**src/rtl/tone_pkg.sv**
```systemverilog
// Shared types and elaboration-time helpers for the keypad tone generator:
// FSM states, note frequencies, half-period math and keypad code decoding.
package tone_pkg;

   typedef enum logic [1:0] {IDLE, PLAY, REST, GAP} state_t;

   localparam int FREQ_A = 440;
   localparam int FREQ_B = 494;
   localparam int FREQ_C = 523;
   localparam int FREQ_D = 587;
   localparam int FREQ_E = 659;
   localparam int FREQ_F = 698;
   localparam int FREQ_G = 784;

   localparam logic [2:0] NOTE_REST = 3'd7;

   // Divider half-period in clk cycles; never below 1 so the divider always toggles.
   function automatic int half_period(input int clk_hz, input int freq);
      int hp;
      hp = clk_hz / (2 * freq);
      return (hp < 1) ? 1 : hp;
   endfunction

   function automatic logic [2:0] code_to_note(input logic [3:0] code);
      logic [2:0] idx;
      case (code)
         4'hA:    idx = 3'd0;
         4'hB:    idx = 3'd1;
         4'hC:    idx = 3'd2;
         4'hD:    idx = 3'd3;
         4'hE:    idx = 3'd4;
         4'hF:    idx = 3'd5;
         4'h0:    idx = 3'd6;
         default: idx = NOTE_REST;
      endcase
      return idx;
   endfunction

endpackage

```
**src/rtl/tone_divider.sv**
```systemverilog
// Square-wave divider: toggles tone every hp cycles while enabled.
// restart or a disabled divider clears both the count and the tone.
module tone_divider #(
   parameter int DIV_WIDTH = 20
) (
   input  logic                 clk,
   input  logic                 rst_n,
   input  logic                 restart,
   input  logic                 enable,
   input  logic [DIV_WIDTH-1:0] hp,
   output logic                 tone
);

   logic [DIV_WIDTH-1:0] div_cnt;

   always_ff @(posedge clk or negedge rst_n) begin
      if (!rst_n) begin
         div_cnt <= '0;
         tone    <= 1'b0;
      end else if (restart || !enable) begin
         div_cnt <= '0;
         tone    <= 1'b0;
      end else if (div_cnt == hp - DIV_WIDTH'(1)) begin
         div_cnt <= '0;
         tone    <= ~tone;
      end else begin
         div_cnt <= div_cnt + DIV_WIDTH'(1);
      end
   end

endmodule

```
**src/rtl/keypad_tone_generator.sv**
```systemverilog
// Keypad-to-speaker tone generator: a key press plays a note (or a rest) for
// NOTE_TICKS cycles followed by a GAP_TICKS silent gap; new keys preempt.
module keypad_tone_generator
   import tone_pkg::*;
#(
   parameter int CLK_HZ     = 100_000_000,
   parameter int SPK_WIDTH  = 8,
   parameter int DIV_WIDTH  = 20,
   parameter int DUR_WIDTH  = 27,
   parameter int NOTE_TICKS = 50_000_000,
   parameter int GAP_TICKS  = 5_000_000
) (
   input  logic                 clk,
   input  logic                 rst_n,
   input  logic [3:0]           key_code,
   input  logic                 key_valid,
   input  logic                 mute,
   output logic [SPK_WIDTH-1:0] spk,
   output logic                 busy,
   output logic [2:0]           note_idx
);

   localparam logic [DIV_WIDTH-1:0] HP_A = DIV_WIDTH'(half_period(CLK_HZ, FREQ_A));
   localparam logic [DIV_WIDTH-1:0] HP_B = DIV_WIDTH'(half_period(CLK_HZ, FREQ_B));
   localparam logic [DIV_WIDTH-1:0] HP_C = DIV_WIDTH'(half_period(CLK_HZ, FREQ_C));
   localparam logic [DIV_WIDTH-1:0] HP_D = DIV_WIDTH'(half_period(CLK_HZ, FREQ_D));
   localparam logic [DIV_WIDTH-1:0] HP_E = DIV_WIDTH'(half_period(CLK_HZ, FREQ_E));
   localparam logic [DIV_WIDTH-1:0] HP_F = DIV_WIDTH'(half_period(CLK_HZ, FREQ_F));
   localparam logic [DIV_WIDTH-1:0] HP_G = DIV_WIDTH'(half_period(CLK_HZ, FREQ_G));

   localparam logic [DUR_WIDTH-1:0] NOTE_LAST = DUR_WIDTH'(NOTE_TICKS - 1);
   localparam logic [DUR_WIDTH-1:0] GAP_LAST  = DUR_WIDTH'(GAP_TICKS - 1);

   state_t               state;
   logic [DUR_WIDTH-1:0] dur_cnt;
   logic [DIV_WIDTH-1:0] hp;
   logic [2:0]           new_note;
   logic [DIV_WIDTH-1:0] new_hp;
   logic                 note_end;
   logic                 tone;

   always_comb begin
      new_note = code_to_note(key_code);
      case (new_note)
         3'd0:    new_hp = HP_A;
         3'd1:    new_hp = HP_B;
         3'd2:    new_hp = HP_C;
         3'd3:    new_hp = HP_D;
         3'd4:    new_hp = HP_E;
         3'd5:    new_hp = HP_F;
         3'd6:    new_hp = HP_G;
         default: new_hp = HP_A;
      endcase
   end

   assign note_end = ((state == PLAY) || (state == REST)) && (dur_cnt == NOTE_LAST);
   assign busy     = (state != IDLE);

   // A new key always wins, even on the cycle a note or gap would end.
   always_ff @(posedge clk or negedge rst_n) begin
      if (!rst_n) begin
         state    <= IDLE;
         dur_cnt  <= '0;
         hp       <= '0;
         note_idx <= NOTE_REST;
      end else if (key_valid) begin
         state    <= (new_note == NOTE_REST) ? REST : PLAY;
         dur_cnt  <= '0;
         hp       <= new_hp;
         note_idx <= new_note;
      end else begin
         case (state)
            PLAY, REST: begin
               if (note_end) begin
                  state   <= GAP;
                  dur_cnt <= '0;
               end else begin
                  dur_cnt <= dur_cnt + DUR_WIDTH'(1);
               end
            end
            GAP: begin
               if (dur_cnt == GAP_LAST) begin
                  state   <= IDLE;
                  dur_cnt <= '0;
               end else begin
                  dur_cnt <= dur_cnt + DUR_WIDTH'(1);
               end
            end
            default: dur_cnt <= '0;
         endcase
      end
   end

   tone_divider #(
      .DIV_WIDTH(DIV_WIDTH)
   ) u_divider (
      .clk    (clk),
      .rst_n  (rst_n),
      .restart(key_valid | note_end),
      .enable (state == PLAY),
      .hp     (hp),
      .tone   (tone)
   );

   always_ff @(posedge clk or negedge rst_n) begin
      if (!rst_n) spk <= '0;
      else        spk <= {SPK_WIDTH{tone & ~mute}};
   end

endmodule

```
**config.mk**
```make
export PLATFORM = sky130hd
export DESIGN_NAME = keypad_tone_generator
export DESIGN_NICKNAME = d
export VERILOG_FILES = /design/src/rtl/tone_pkg.sv /design/src/rtl/tone_divider.sv /design/src/rtl/keypad_tone_generator.sv
export SDC_FILE = /design/constraint.sdc
export NUM_CORES = 1
export LEC_CHECK = 0
export BUFFER_PORTS_ARGS = -buffer_cell sky130_fd_sc_hd__buf_2
export CORE_MARGIN = 3
export CORE_UTILIZATION = 50
export DETAILED_ROUTE_END_ITERATION = 6
export MAX_ROUTING_LAYER = met4
export PLACE_DENSITY = 0.72
export SKIP_CTS_REPAIR_TIMING = 1
export SLEW_MARGIN = 25
export SYNTH_ARGS = -nofsm -noshare
export SYNTH_HDL_FRONTEND = slang
export SYNTH_SLANG_ARGS = --single-unit
```
**constraint.sdc**
```tcl
create_clock -name clk -period 3.7 [get_ports clk]
set_input_delay 0.74 -clock clk [delete_from_list [all_inputs] [get_ports clk]]
set_output_delay 0.74 -clock clk [all_outputs]
set_load 0.1 [all_outputs]
```
==> results of run 1 <==
critical path: stages (launching register included):
cell	delay, ps
dfrtp_1	510
or4_1	610
nor4_1	390
xnor2_1	200
o311ai_2	160
nor4_4	310
buf_4	280
mux2_4	310
metal layers:
metal,up-vias,share of wire (%)
li1,1603,-
met2,77,46
met1,1612,49
met5,-,0
met4,0,1.9
met3,17,3.8
power by group:
| part | switching (W) | leakage, nW | total (W) | internal [W] |
|---|---|---|---|---|
| combinational | 0.000270 | 0.907 | 0.000386 | 0.000115 |
| sequential | 0.0000574 | 0.914 | 0.000866 | 0.000809 |
| clock | 0.000271 | 0.0904 | 0.000581 | 0.000310 |
| total | 0.000599 | 1.91 | 0.00183 | 0.00123 |
area by class of cell:
type                       instances  share of cell area, %
multi-input combinational        343                   51.0
sequential                        70                   38.1
clock buffer                      12                   2.94
timing repair buffer              24                   2.94
tap                              105                   2.85
inverter                          14                   1.14
clock inverter                     4                   1.03
per-stage QoR:
| step | worst slack [ps] | area [um^2] |
|---|---|---|
| after floorplan | 1280 | 4290 |
| after global placement | 901 | 4420 |
| after detailed placement | 846 | 4420 |
| after CTS | 841 | 4600 |
| after global routing | 646 | 4600 |
| final | 827 | 4600 |
state kept, by name, summed over array words and instances (netlist names):
register	flops
dur_cnt	27
u_divider.div_cnt	20
hp	16
note_idx	3
state	2
spk	1
u_divider.tone	1
how the worst max path moves through the flow:
stage / startpoint / to / slack (ps) / cells after the start
floorplan: hp[3] / u_divider.tone / 1280 / 6
global placement: hp[15] / u_divider.tone / 900 / 7
detailed placement: hp[15] / u_divider.tone / 850 / 7
CTS: hp[15] / u_divider.tone / 840 / 7
global route: hp[15] / u_divider.tone / 650 / 7
finish: hp[15] / u_divider.tone / 830 / 7
cells in the mapped netlist, types with 4 or more instances:
cell      instances  share of area, %
inv_1            14               1.2
xor2_1           39               8.0
nor3_1            8              0.93
o21ai_0           9               1.1
ha_1              8               2.3
nand3_1          27               3.2
a21oi_1          15               1.8
a31oi_1           7               1.0
or3_1             4              0.58
clkbuf_1         10              0.88
buf_4             7               1.2
nor2_1           65               5.7
nor3_2           20               4.7
and3_1           11               1.6
xnor2_1          25               5.1
nand2_1          22               1.9
dfrtp_1          67                39
nor4_1            6              0.88
nor2b_1           5              0.73
and4_1            6               1.2
nand4_1          10               1.5
cell families after synthesis:
| logic type | count (synthesis) | synth area share, % |
|---|---|---|
| AND/OR/NAND/NOR | 213 | 29.5 |
| flip-flops | 70 | 40.9 |
| XOR/XNOR | 64 | 13.1 |
| AO/OA/AOI/OAI | 51 | 7.96 |
| buffers and inverters | 38 | 4.38 |
| adder cells (fa/ha/maj) | 8 | 2.33 |
| multiplexers | 7 | 1.87 |
==> results.cfg, run 1 <==
[outcome]
status = finished, final reports clean

[timing]
worst_pin_slew_ps = 921
fmax_ghz = 0.348
fin_skew_ps = 7.71
whs_ps = 381
fin_crit_sh_pct = 77.6
setup_viol = 0
final_hold_viol_count = 0
finalMaxSlewViolations = 0
rsz0062_at_grt = no
slew_headroom_pct = 38.6
tns_ps = 0
layout_min_cycle_time_ps = 2870

[layout]
areaGrowthSynthToFinish_pct = 7.32
num-nets-final = 478
finish.utilization_pct = 55.7
n_antenna_cell = 0
layout_commonest_cell = dfrtp_1
fin_cells = 572
regArea_um2 = 1760
n_fill_cell = 775
multi_input_area_um2 = 2350
drive_gt1_share_pct = 16.5
final_cell_mix = 67 x dfrtp_1, 65 x nor2_1, 39 x xor2_1

[synth]
synth_seq_cells = 70
ys_seq_area_share_pct = 40.9
synth_nets = 467
ys_types = 63
synth_area_um2 = 4290
syn_inst = 451
synth-async-reset-ratio_pct = 100
avgSynthCellArea_um2 = 9.51
synth-main-ff-cell = dfrtp_1
ys_warn_count = 0
synth_edf_count = 0

[floorplanning]
io_pins = 20
die_w_um = 98.6
die-area_um2 = 9730
die_y_um = 98.6
start_util_pct = 51.9
core_area_um2 = 8260
rows = 33

[setup_path]
r2r_slack_ps = 830
r2r-end = u_divider.tone
critical_path.max_fanout = 12
rr_startpoint = hp[15]
reg2reg_depth = 7
arrival_ps = 3100
critPathRequiredTime_ps = 3920
worstSetupPathType = register to register
cp-end-kind = register
start_kind = register

[placed_design]
place_hpwl_um = 6120
dp_cells = 556
gp_congestion = 0.978
place.port_buffers = 19

[routing]
vias = 3309
ant_nets = 0
via_per_inst = 5.78
drtIter0Drc = 246
drc_errors = 0
wl_per_cell_um = 15.1
drtPass1Iterations = 4
drt_wl_total_um = 8660

[clock_network]
clkLatencyLatePin_ps = 340
clk_pin_slew_ps = 70
cts.sinks = 70
cts_buffer_depth = 2
cts_buffers = 9
htreeDepth = 3
cts_tree = done
cts_root_buffer = clkbuf_8

[flow_run]
cap_violations = 0

[grt]
globalRouteTotalUtil_pct = 20.0
grtUsageMet1_pct = 28.1
antenna_found_initial = 0
overflow = 0
gr-max-usage-layer = met2
grt_pass1_vias = 3180
grt_max_degree = 44
grt_util_met3_pct = 2.90
grt_pass1_wl_um = 15500
grt_util_met2_pct = 29.0

[power_and_ir_drop]
power_w = 0.00183
ir_drop_mv = 0.450
leakagePower_nw = 1.91
p_per_area_nw_per_um2 = 398

[worst_hold_path]
hp-class = input pin to async pin
(Power assumes the default switching activity.)
==> run 2, diff against run 1 <==
--- a/config.mk
+++ b/config.mk
@@ -5,12 +5,13 @@
 export SDC_FILE = /design/constraint.sdc
 export NUM_CORES = 1
 export LEC_CHECK = 0
+export ABC_AREA = 1
 export BUFFER_PORTS_ARGS = -buffer_cell sky130_fd_sc_hd__buf_2
 export CORE_MARGIN = 3
 export CORE_UTILIZATION = 50
 export DETAILED_ROUTE_END_ITERATION = 6
 export MAX_ROUTING_LAYER = met4
-export PLACE_DENSITY = 0.72
+export PLACE_DENSITY = 0.75
 export SKIP_CTS_REPAIR_TIMING = 1
 export SLEW_MARGIN = 25
 export SYNTH_ARGS = -nofsm -noshare
==> constraint.sdc (replaced) <==
create_clock -name clk -period 2.4 [get_ports clk]
set_input_delay 0.48 -clock clk [delete_from_list [all_inputs] [get_ports clk]]
set_output_delay 0.48 -clock clk [all_outputs]
set_load 0.1 [all_outputs]
==> results.cfg, run 2 <==
[clock_network]
cts.sinks = 70
cts_tree = done
htreeDepth = 3
clkLatencyLatePin_ps = 350
clk_pin_slew_ps = 80
cts_buffer_depth = 2
cts_buffers = 9
cts_root_buffer = clkbuf_8

[routing]
ant_nets = 0
drt_wl_total_um = 9650
drtIter0Drc = 193
via_per_inst = 5.25
drtPass1Iterations = 4
drc_errors = 0
wl_per_cell_um = 13.4
vias = 3788

[synth]
ys_seq_area_share_pct = 39.8
synth-async-reset-ratio_pct = 100
synth_seq_cells = 70
ys_types = 34
synth_area_um2 = 4410
ys_warn_count = 0
avgSynthCellArea_um2 = 7.44
synthTopCellsByArea = dfrtp_1 38%, nand2_1 11%, nor2_1 9.5%
synth_edf_count = 0
netlist.area_leader.share_pct = 38.1
synth-main-ff-cell = dfrtp_1
syn_inst = 592
yosysMostFrequentCell = nand2_1
synth_largest_area_cell = dfrtp_1
synth_nets = 608
synthTopCellsByCount = 124 x nand2_1, 112 x nor2_1, 79 x inv_1, 67 x dfrtp_1, 40 x xor2_1

[placed_design]
place.port_buffers = 19
dp_slack_ps = 77.3
gp_congestion = 0.945
dp_cells = 705
place_hpwl_um = 7180

[setup_path]
critical_path.max_fanout = 10
crit_path_cell_trace = inv_1, ha_2, nand2_1, nor2_4, nand2_1, nand3_1, o21ai_0, nor2_1, nand2_1, nor2_1, nand2_2, nand2_4, nor2_1
cp-end-kind = register
cpPeakStageDelay_ps = 400
critPathRequiredTime_ps = 2630
arrival_ps = 2460
worstSetupPathType = register to register
start_kind = register
crit_slowest_cell = dfrtp_1

[timing]
setup_slack_ps = 170
worst_pin_slew_ps = 621
slew_headroom_pct = 58.4
tns_ps = 0
final_hold_viol_count = 0
fmax_ghz = 0.448
fin_skew_ps = 8.63
layout_min_cycle_time_ps = 2230
setup_viol = 0
finalMaxSlewViolations = 0
fin_crit_sh_pct = 92.9

[layout]
final_cell_mix = 123 x nand2_1, 111 x nor2_1, 79 x inv_1
reg.largest.list = dur_cnt x27, u_divider.div_cnt x20, hp x16
drive_gt1_share_pct = 10.7
layout_commonest_cell = nand2_1
fin_cells = 722
largest_reg_flops = 27
n_antenna_cell = 0
largest-register = dur_cnt
areaGrowthSynthToFinish_pct = 8.75
num-nets-final = 628

[floorplanning]
die_y_um = 99.9
core_area_um2 = 8380
start_util_pct = 52.6
rows = 33
die-area_um2 = 9970
io_pins = 20
die_w_um = 99.9

[grt]
grt_pass1_wl_um = 16800
overflow = 0
grt_pass1_vias = 3643
grt_max_degree = 71
globalRouteTotalUtil_pct = 21.4
antenna_found_initial = 0

[worst_hold_path]
hp-class = input pin to async pin

[outcome]
status = finished, final reports clean

[power_and_ir_drop]
p_per_area_nw_per_um2 = 626
leakagePower_nw = 2.20
ir_drop_mv = 0.592

[flow_run]
cap_violations = 0
==> run 2: power by group <==
group / switching, W / leakage, nW / internal (W)
logic: 0.000515 / 1.18 / 0.000201
registers: 0.0000726 / 0.920 / 0.00125
clock network: 0.000477 / 0.0960 / 0.000483
total: 0.00106 / 2.20 / 0.00194
==> run 2: critical path: cells and delay by family (launching register included) <==
family                     cells  cell delay [ps]
AOI/OAI and AO/OA              1               90
adders and majority gates      1              220
buffers and inverters          1              130
DFF                            1              400
and+or+nand+nor               10             1270
==> run 2: kinds of logic (layout without fill, tap and decap cells) <==
logic type                 Yosys count  after routing  synth area share, %
AOI/OAI and AO/OA                   33             33                 4.32
adders and majority gates            8              8                 2.27
DFF                                 70             70                 39.8
and+or+nand+nor                    333            334                 33.7
buffers and inverters               95            119                 9.29
xor gates and xnor gates            53             53                 10.5
==> run 2: area by class of cell <==
cell class                      instances  area, um^2
Timing Repair Buffer                   23         138
Clock buffer                            9         124
Inverter                               80         300
Multi-Input combinational cell        428        2270
Tap cell                              105         131
Sequential cell                        70        1760
Fill cell                             788        3590
Clock inverter                          7        72.6
==> run 2: final timing paths <==
check	cells after the start	startpoint	slack (ps)	end
max	13	hp[0]	170	u_divider.div_cnt[12]
min	2	rst_n	140	u_divider.div_cnt[16]
max reg2reg	13	hp[0]	170	u_divider.div_cnt[12]
min reg2reg	2	note_idx[1]	470	note_idx[1]
max in group asynchronous	2	rst_n	1930	note_idx[1]
min in group clk	2	mute	280	spk[0]
==> run 2: metrics by stage <==
step	hold WS [ps]	utilization [%]	instance area, um^2	power [W]
global placement	457	54.5	4570	0.00203
global route	162	57.2	4790	0.00319
floorplan	184	-	4410	0.00191
CTS	154	56.8	4760	0.00302
detailed placement	466	54.5	4570	0.00205
finish	143	57.2	4790	0.00300
==> run 2: routing by layer <==
layer	up-vias	GRT usage (%)	routed length, um
li1	1900	-	-
met5	-	-	0
met3	22	3.68	388
met1	1776	28.2	4540
met4	0	9.87	289
met2	90	32.4	4440
